## src/rtl/mem_access_unit.sv

```systemverilog
// MEM-stage control: runs data-memory loads/stores over a req/ack
// handshake, stalls upstream while an access is outstanding, registers
// the MEM/WB outputs and drives the branch-taken PC select.
module mem_access_unit #(
    parameter int unsigned TIMEOUT_CYCLES = 16
) (
    input  logic        clock,
    input  logic        reset_n,
    input  logic [31:0] in_alu_result,
    input  logic [31:0] in_write_data_mem,
    input  logic [4:0]  in_rd,
    input  logic        in_zero_flag,
    input  logic        in_branch,
    input  logic        in_regwrite,
    input  logic        in_memtoreg,
    input  logic        in_memread,
    input  logic        in_memwrite,
    output logic        dmem_req,
    output logic        dmem_we,
    output logic [31:0] dmem_addr,
    output logic [31:0] dmem_wdata,
    input  logic [31:0] dmem_rdata,
    input  logic        dmem_ack,
    output logic        out_stall,
    output logic        out_pcsrc,
    output logic [31:0] out_read_data,
    output logic [31:0] out_alu_result,
    output logic [4:0]  out_rd,
    output logic        out_regwrite,
    output logic        out_memtoreg,
    output logic        out_fault
);

    localparam int unsigned CNT_W = $clog2(TIMEOUT_CYCLES + 1);
    localparam logic [CNT_W-1:0] CNT_LAST = CNT_W'(TIMEOUT_CYCLES - 1);

    typedef enum logic [1:0] {
        IDLE,
        BUSY,
        DONE
    } state_t;

    state_t           state_q, state_d;
    logic [CNT_W-1:0] cnt_q, cnt_d;

    logic        req_d, we_d, fault_d;
    logic [31:0] addr_d, wdata_d;
    logic [31:0] rdata_d, alu_d;
    logic [4:0]  rd_d;
    logic        rw_d, m2r_d;

    logic access, misaligned;

    assign access     = in_memread | in_memwrite;
    assign misaligned = |in_alu_result[1:0];

    // Branch select is never masked: branches carry no memory access.
    assign out_pcsrc = in_branch & in_zero_flag;

    // Next-state, next-register values and the combinational stall.
    always_comb begin
        state_d   = state_q;
        cnt_d     = cnt_q;
        req_d     = dmem_req;
        we_d      = dmem_we;
        addr_d    = dmem_addr;
        wdata_d   = dmem_wdata;
        rdata_d   = out_read_data;
        alu_d     = out_alu_result;
        rd_d      = out_rd;
        rw_d      = out_regwrite;
        m2r_d     = out_memtoreg;
        fault_d   = out_fault;
        out_stall = 1'b0;

        case (state_q)
            IDLE: begin
                if (!access) begin
                    rdata_d = '0;
                    alu_d   = in_alu_result;
                    rd_d    = in_rd;
                    rw_d    = in_regwrite;
                    m2r_d   = in_memtoreg;
                end else if (misaligned) begin
                    rdata_d = '0;
                    alu_d   = in_alu_result;
                    rd_d    = in_rd;
                    rw_d    = 1'b0;
                    m2r_d   = in_memtoreg;
                    fault_d = 1'b1;
                end else begin
                    out_stall = 1'b1;
                    req_d     = 1'b1;
                    we_d      = in_memwrite;
                    addr_d    = in_alu_result;
                    wdata_d   = in_write_data_mem;
                    cnt_d     = '0;
                    rdata_d   = '0;
                    alu_d     = '0;
                    rd_d      = '0;
                    rw_d      = 1'b0;
                    m2r_d     = 1'b0;
                    state_d   = BUSY;
                end
            end
            BUSY: begin
                out_stall = 1'b1;
                // EX/MEM is frozen by the stall, so its fields still
                // describe the outstanding access here.
                if (dmem_ack) begin
                    req_d   = 1'b0;
                    rdata_d = in_memread ? dmem_rdata : '0;
                    alu_d   = in_alu_result;
                    rd_d    = in_rd;
                    rw_d    = in_regwrite;
                    m2r_d   = in_memtoreg;
                    state_d = DONE;
                end else if (cnt_q == CNT_LAST) begin
                    req_d   = 1'b0;
                    fault_d = 1'b1;
                    rdata_d = '0;
                    alu_d   = in_alu_result;
                    rd_d    = in_rd;
                    rw_d    = 1'b0;
                    m2r_d   = in_memtoreg;
                    state_d = DONE;
                end else begin
                    cnt_d = cnt_q + CNT_W'(1);
                end
            end
            DONE: begin
                rdata_d = '0;
                alu_d   = '0;
                rd_d    = '0;
                rw_d    = 1'b0;
                m2r_d   = 1'b0;
                state_d = IDLE;
            end
            default: state_d = IDLE;
        endcase
    end

    // State, counter and all registered outputs.
    always_ff @(posedge clock or negedge reset_n) begin
        if (!reset_n) begin
            state_q        <= IDLE;
            cnt_q          <= '0;
            dmem_req       <= 1'b0;
            dmem_we        <= 1'b0;
            dmem_addr      <= '0;
            dmem_wdata     <= '0;
            out_read_data  <= '0;
            out_alu_result <= '0;
            out_rd         <= '0;
            out_regwrite   <= 1'b0;
            out_memtoreg   <= 1'b0;
            out_fault      <= 1'b0;
        end else begin
            state_q        <= state_d;
            cnt_q          <= cnt_d;
            dmem_req       <= req_d;
            dmem_we        <= we_d;
            dmem_addr      <= addr_d;
            dmem_wdata     <= wdata_d;
            out_read_data  <= rdata_d;
            out_alu_result <= alu_d;
            out_rd         <= rd_d;
            out_regwrite   <= rw_d;
            out_memtoreg   <= m2r_d;
            out_fault      <= fault_d;
        end
    end

endmodule

```

## config.mk

```make
export PLATFORM = sky130hd
export DESIGN_NAME = mem_access_unit
export DESIGN_NICKNAME = d
export VERILOG_FILES = /design/src/rtl/mem_access_unit.sv
export SDC_FILE = /design/constraint.sdc
export NUM_CORES = 1
export LEC_CHECK = 0
export BUFFER_PORTS_ARGS = -buffer_cell sky130_fd_sc_hd__buf_2
export CORE_ASPECT_RATIO = 0.7
export CORE_MARGIN = 2
export CORE_UTILIZATION = 35
export DETAILED_ROUTE_END_ITERATION = 10
export GPL_ROUTABILITY_DRIVEN = 0
export GPL_TIMING_DRIVEN = 0
export PLACE_DENSITY = 0.63
export SLEW_MARGIN = 0
export SYNTH_ARGS = -nofsm -noshare
export SYNTH_HDL_FRONTEND = slang
export SYNTH_SLANG_ARGS = --single-unit
```

## constraint.sdc

```tcl
create_clock -name clock -period 5.85 [get_ports clock]
set_input_delay 1.17 -clock clock [delete_from_list [all_inputs] [get_ports clock]]
set_output_delay 1.17 -clock clock [all_outputs]
set_load 0.05 [all_outputs]
```

# ---- Yosys cells after proc, flatten, opt, wreduce, memory -nomap -nowiden
# Cells that the tools add are included.
dict set report classes {
  addsub 1
  n_eq_ne 10
  n_mux 45
  bitwise_logic 3
  n_reduce_logical 13
}
# op n
set ops {}
lappend ops {{2-to-1 mux 32 bit} 7}
lappend ops {{one-hot mux 32 bit (3 select lines)} 1}
lappend ops {{one-hot mux 32 bit (2 select lines)} 1}
lappend ops {{2-to-1 mux 5 bit} 8}
lappend ops {{2-to-1 mux 1 bit} 16}
lappend ops {{one-hot mux 5 bit (3 select lines)} 1}
lappend ops {{inequality test 2 bit, second input constant} 6}
lappend ops {{one-hot mux 5 bit (2 select lines)} 1}
lappend ops {{AND reduction 5 bit} 2}
lappend ops {{2-to-1 mux 2 bit} 4}
lappend ops {{one-hot mux 1 bit (2 select lines)} 3}
lappend ops {{one-hot mux 1 bit (3 select lines)} 2}
lappend ops {{AND reduction 3 bit} 2}
lappend ops {{adder 5 x 1 -> 5 bit, second input constant} 1}
lappend ops {{equality test 5 x 4 -> 1 bit, second input constant} 1}
lappend ops {{one-hot mux 2 bit (2 select lines)} 1}
lappend ops {{AND reduction 2 bit} 2}
lappend ops {{AND reduction 4 bit} 1}
lappend ops {{nonzero test 2 bit} 2}
lappend ops {{OR reduction 2 bit} 2}
lappend ops {{inequality test 3 bit, second input constant} 1}
lappend ops {{nonzero test 3 bit} 1}
lappend ops {{equality test 2 x 1 -> 1 bit, second input constant} 1}
lappend ops {{equality test 2 bit, second input constant} 1}
lappend ops {{other kinds (4)} 4}
dict set report word_totals {
  regBits 145
  in_bits 110
  output_inout_bits 140
  wordCells 84
}

# ---- Longest topological paths before layout
dict set report depth {
  word_depth 4
  mapped_depth 9
  depth_no_buf 7
}

# ---- Least setup slack after synthesis
# OpenSTA, ideal clock, no wires.
dict set report synth_path {
  path_type {input port to output port}
  from {input port in_alu_result[1]}
  to {output port out_stall}
  arrival_ns 2.683
  t_required_ns 4.680
  setup_slack_ns 1.997
  cell_stages 2
  n_path_buf 0
  path_cell_list {or3b_4 > o21ai_0}
}
dict set report synth_via {
  elab_chain_len 4
}
# item line_no
set synth_rtl {}
lappend synth_rtl {{start, declared} 9} ;# input logic [31:0] in_alu_result,
lappend synth_rtl {{OR reduction 2 bit} 55} ;# assign misaligned = |in_alu_result[1:0];
lappend synth_rtl {{2-to-1 mux 1 bit} 84} ;# end else if (misaligned) begin
lappend synth_rtl {{2-to-1 mux 1 bit} 78} ;# if (!access) begin
lappend synth_rtl {{one-hot mux 1 bit (2 select lines)} 76} ;# case (state_q)
lappend synth_rtl {{end, declared} 24} ;# output logic out_stall,
# Every way passes these cells.

# ---- Worst setup path in the final report
# Same ends and word-level chain as after synthesis.

==> metrics.txt <==
run status finished, final reports clean; Synth Cell Area 0.00588 mm2; Post-Syn Instances 455; first-pass GRT wire length 25000 um; Critical Path End Type output pin; core area 0.0164 mm2; port buffer count 249; cts repair resizes 0; vias per cell 4.77; die area 0.0179 mm2; CTS Hold Buffers Added 0; Worst Reg2Reg Path Length in Cells 9; CTS tree yes; Critical Path AT 2.18 ns; max_slew headroom 0.308; gr usage total 0.178; Pre-antenna DRT Iters 4; Finished Cell Area 0.00800 mm2; clock slew at reported path FFs 0.06 ns; largest fanout on the critical path 6; DRT antenna net count 0; max cap viols 0; Final Hold Viols 0; Syn. warnings 0; Avg Inst Size Synth 12.9 um2; Starting DRT DRC Count 242; CP required 4.68 ns; Die Wd 159 um; nets@finish 840; Skew-Pair Late Insertion Delay 0.41 ns; drt drc 0; share of cells above drive strength 1 0.486; global route total overflow 0; HPWL after DPL 11600 um; RSZ-0062 raised after global routing false; Final Max Slew Viols 0; CP Buf/Inv Count 2; CP max-delay cell or3b_4; CTS Sinks 145; Synth async-reset ratio 1.00; syn nets 571; Root Buffer clkbuf_16; Pwr Density 663 mW/mm2; initial antenna violation count 2; sequential share of the synthesized area 0.618; CTS H-tree lvls 4; routed len/inst 16.2 um; Area Overhead vs Synth 36.2%; crit start category input pin; dpl cells 930; Leak 4.12 nW; Post-Layout Cell Count 962; CP delay by family, top buffers and inverters; CTS max path bufs 2; CP cell instances buf_2, or3b_4, o21ai_0, buf_2; hold path depth 2; CP peak stage delay 0.43 ns; EDFF count, synth 0; vias post-DR 4591; Post-CTS Setup Inserts 0; worst hold slack 0.460 ns; Routed WL 15600 um; Finish-stage setup viols 0; critical path depth 4; Main synth FF type dfrtp_1; period utilisation layout 0.572; largest net degree at the start of global routing 94; FP Rows 39; Synth cell types 41; synthesized flop and latch total 145; # IOs 250; Layout Skew 0.00750 ns; cell repeated most along the worst path buf_2; Least-Margin Pin Slew 1.03 ns; total CTS buffers 17; Worst Hold Class reg2reg; Initial Util 0.358; Min Clock Period, post-route 3.35 ns; number of diodes 0; Max Fclk 299 MHz; Finished Core Util 0.488; Post-Route Setup TNS 0 ns; critical path class in2out; commonest non-fill, non-tap cells in the layout 256 x buf_2, 145 x dfrtp_1, 83 x nand2_1, 43 x o21ai_0, 34 x a22o_1; Fillers 1511; vias in the first global route 4726; placed cell area 0.00744 mm2; die height 112 um; Worst VDD drop 346 uV; most common cell after layout, fill and taps aside buf_2
per-layer routing:
metal,global-route usage,vias up,routed length (um)
met5,0,-,24
met4,0.0527,4,148
met3,0.0621,18,1240
met2,0.283,190,7210
met1,0.232,2239,6980
li1,-,2140,-
Yosys cell counts (2+ instances only):
| library cell | number | area (um2) |
|---|---|---|
| nor2_1 | 4 | 15.0 |
| nand4_1 | 3 | 18.8 |
| mux2_2 | 27 | 304 |
| clkbuf_1 | 13 | 48.8 |
| buf_8 | 2 | 30.0 |
| mux2_1 | 6 | 67.6 |
| inv_1 | 6 | 22.5 |
| or4_1 | 2 | 15.0 |
| buf_12 | 3 | 60.1 |
| nor2b_1 | 2 | 12.5 |
| nor3_1 | 4 | 20.0 |
| ha_1 | 6 | 75.1 |
| nand3_1 | 6 | 30.0 |
| a22o_1 | 34 | 298 |
| buf_4 | 2 | 15.0 |
| o21ai_0 | 43 | 215 |
| o21ai_1 | 3 | 15.0 |
| dfrtp_1 | 145 | 3630 |
| mux2_4 | 30 | 450 |
| buf_2 | 8 | 40.0 |
| nand2_1 | 83 | 312 |
| a21oi_1 | 4 | 20.0 |
cell type report:
| type | count | area [um2] | share of cell area |
|---|---|---|---|
| repair buffers | 250 | 1280 | 0.160 |
| clock inverters | 11 | 105 | 0.0131 |
| well taps | 225 | 282 | 0.0352 |
| multi-input cells | 276 | 2030 | 0.254 |
| clock buffers | 21 | 460 | 0.0575 |
| flip-flops and latches | 145 | 3630 | 0.453 |
| inverters | 6 | 22.5 | 0.00281 |
| plain buffers | 28 | 194 | 0.0242 |
worst reg2reg max path, cell delays in order, from the launching register on:
cell     delay, ns
dfrtp_1       0.42
ha_1          0.23
and3_1        0.19
ha_1          0.20
nor2_1        0.27
buf_2         0.28
nand2_1       0.09
o31ai_1       0.23
buf_2         0.36
a22o_1        0.18
registers in the layout, indices dropped and copies added, names as in the netlist:
| register | flops |
|---|---|
| out_alu_result | 32 |
| state_q | 2 |
| out_read_data | 32 |
| out_regwrite | 1 |
| out_fault | 1 |
| dmem_addr | 32 |
| dmem_wdata | 32 |
| out_rd | 5 |
| dmem_req | 1 |
| dmem_we | 1 |
| cnt_q | 5 |
| out_memtoreg | 1 |
stage by stage:
| step | power [W] | setup slack, ns |
|---|---|---|
| 6_report | 0.00530 | 2.50 |
| 5_1_grt | 0.00557 | 2.44 |
| 4_1_cts | 0.00536 | 2.49 |
| 3_5_place_dp | 0.00430 | 2.49 |
| 3_3_place_gp | 0.00424 | 1.62 |
| 2_1_floorplan | 0.00359 | 2.00 |
worst paths after layout:
kind	startpoint	endpoint	slack, ns
hold reg to reg	out_alu_result[1]	out_alu_result[1]	0.46
min in group asynchronous	reset_n	dmem_addr[10]	0.69
setup / recovery	in_alu_result[1]	out_stall	2.50
hold / removal	out_alu_result[1]	out_alu_result[1]	0.46
max in group asynchronous	reset_n	cnt_q[4]	4.32
setup reg to reg	cnt_q[0]	out_read_data[8]	3.34
where the power goes:
group	leakage [nW]	switching (W)	total (W)	internal (W)
logic	2.03	0.00198	0.00268	0.000704
clock network	0.266	0.000427	0.00104	0.000611
registers	1.83	0.000206	0.00158	0.00138
total	4.12	0.00261	0.00530	0.00269
kinds of logic (layout without fill, tap and decap cells):
family,after synthesis,after routing,synth area share
DFF,145,145,0.618
AOI/OAI and AO/OA,95,95,0.109
adders and majority gates,6,6,0.0128
buffers and inverters,34,316,0.0368
muxes,63,63,0.140
and+or+nand+nor,112,112,0.0835
No activity file was read; power rests on OpenSTA's default activity.
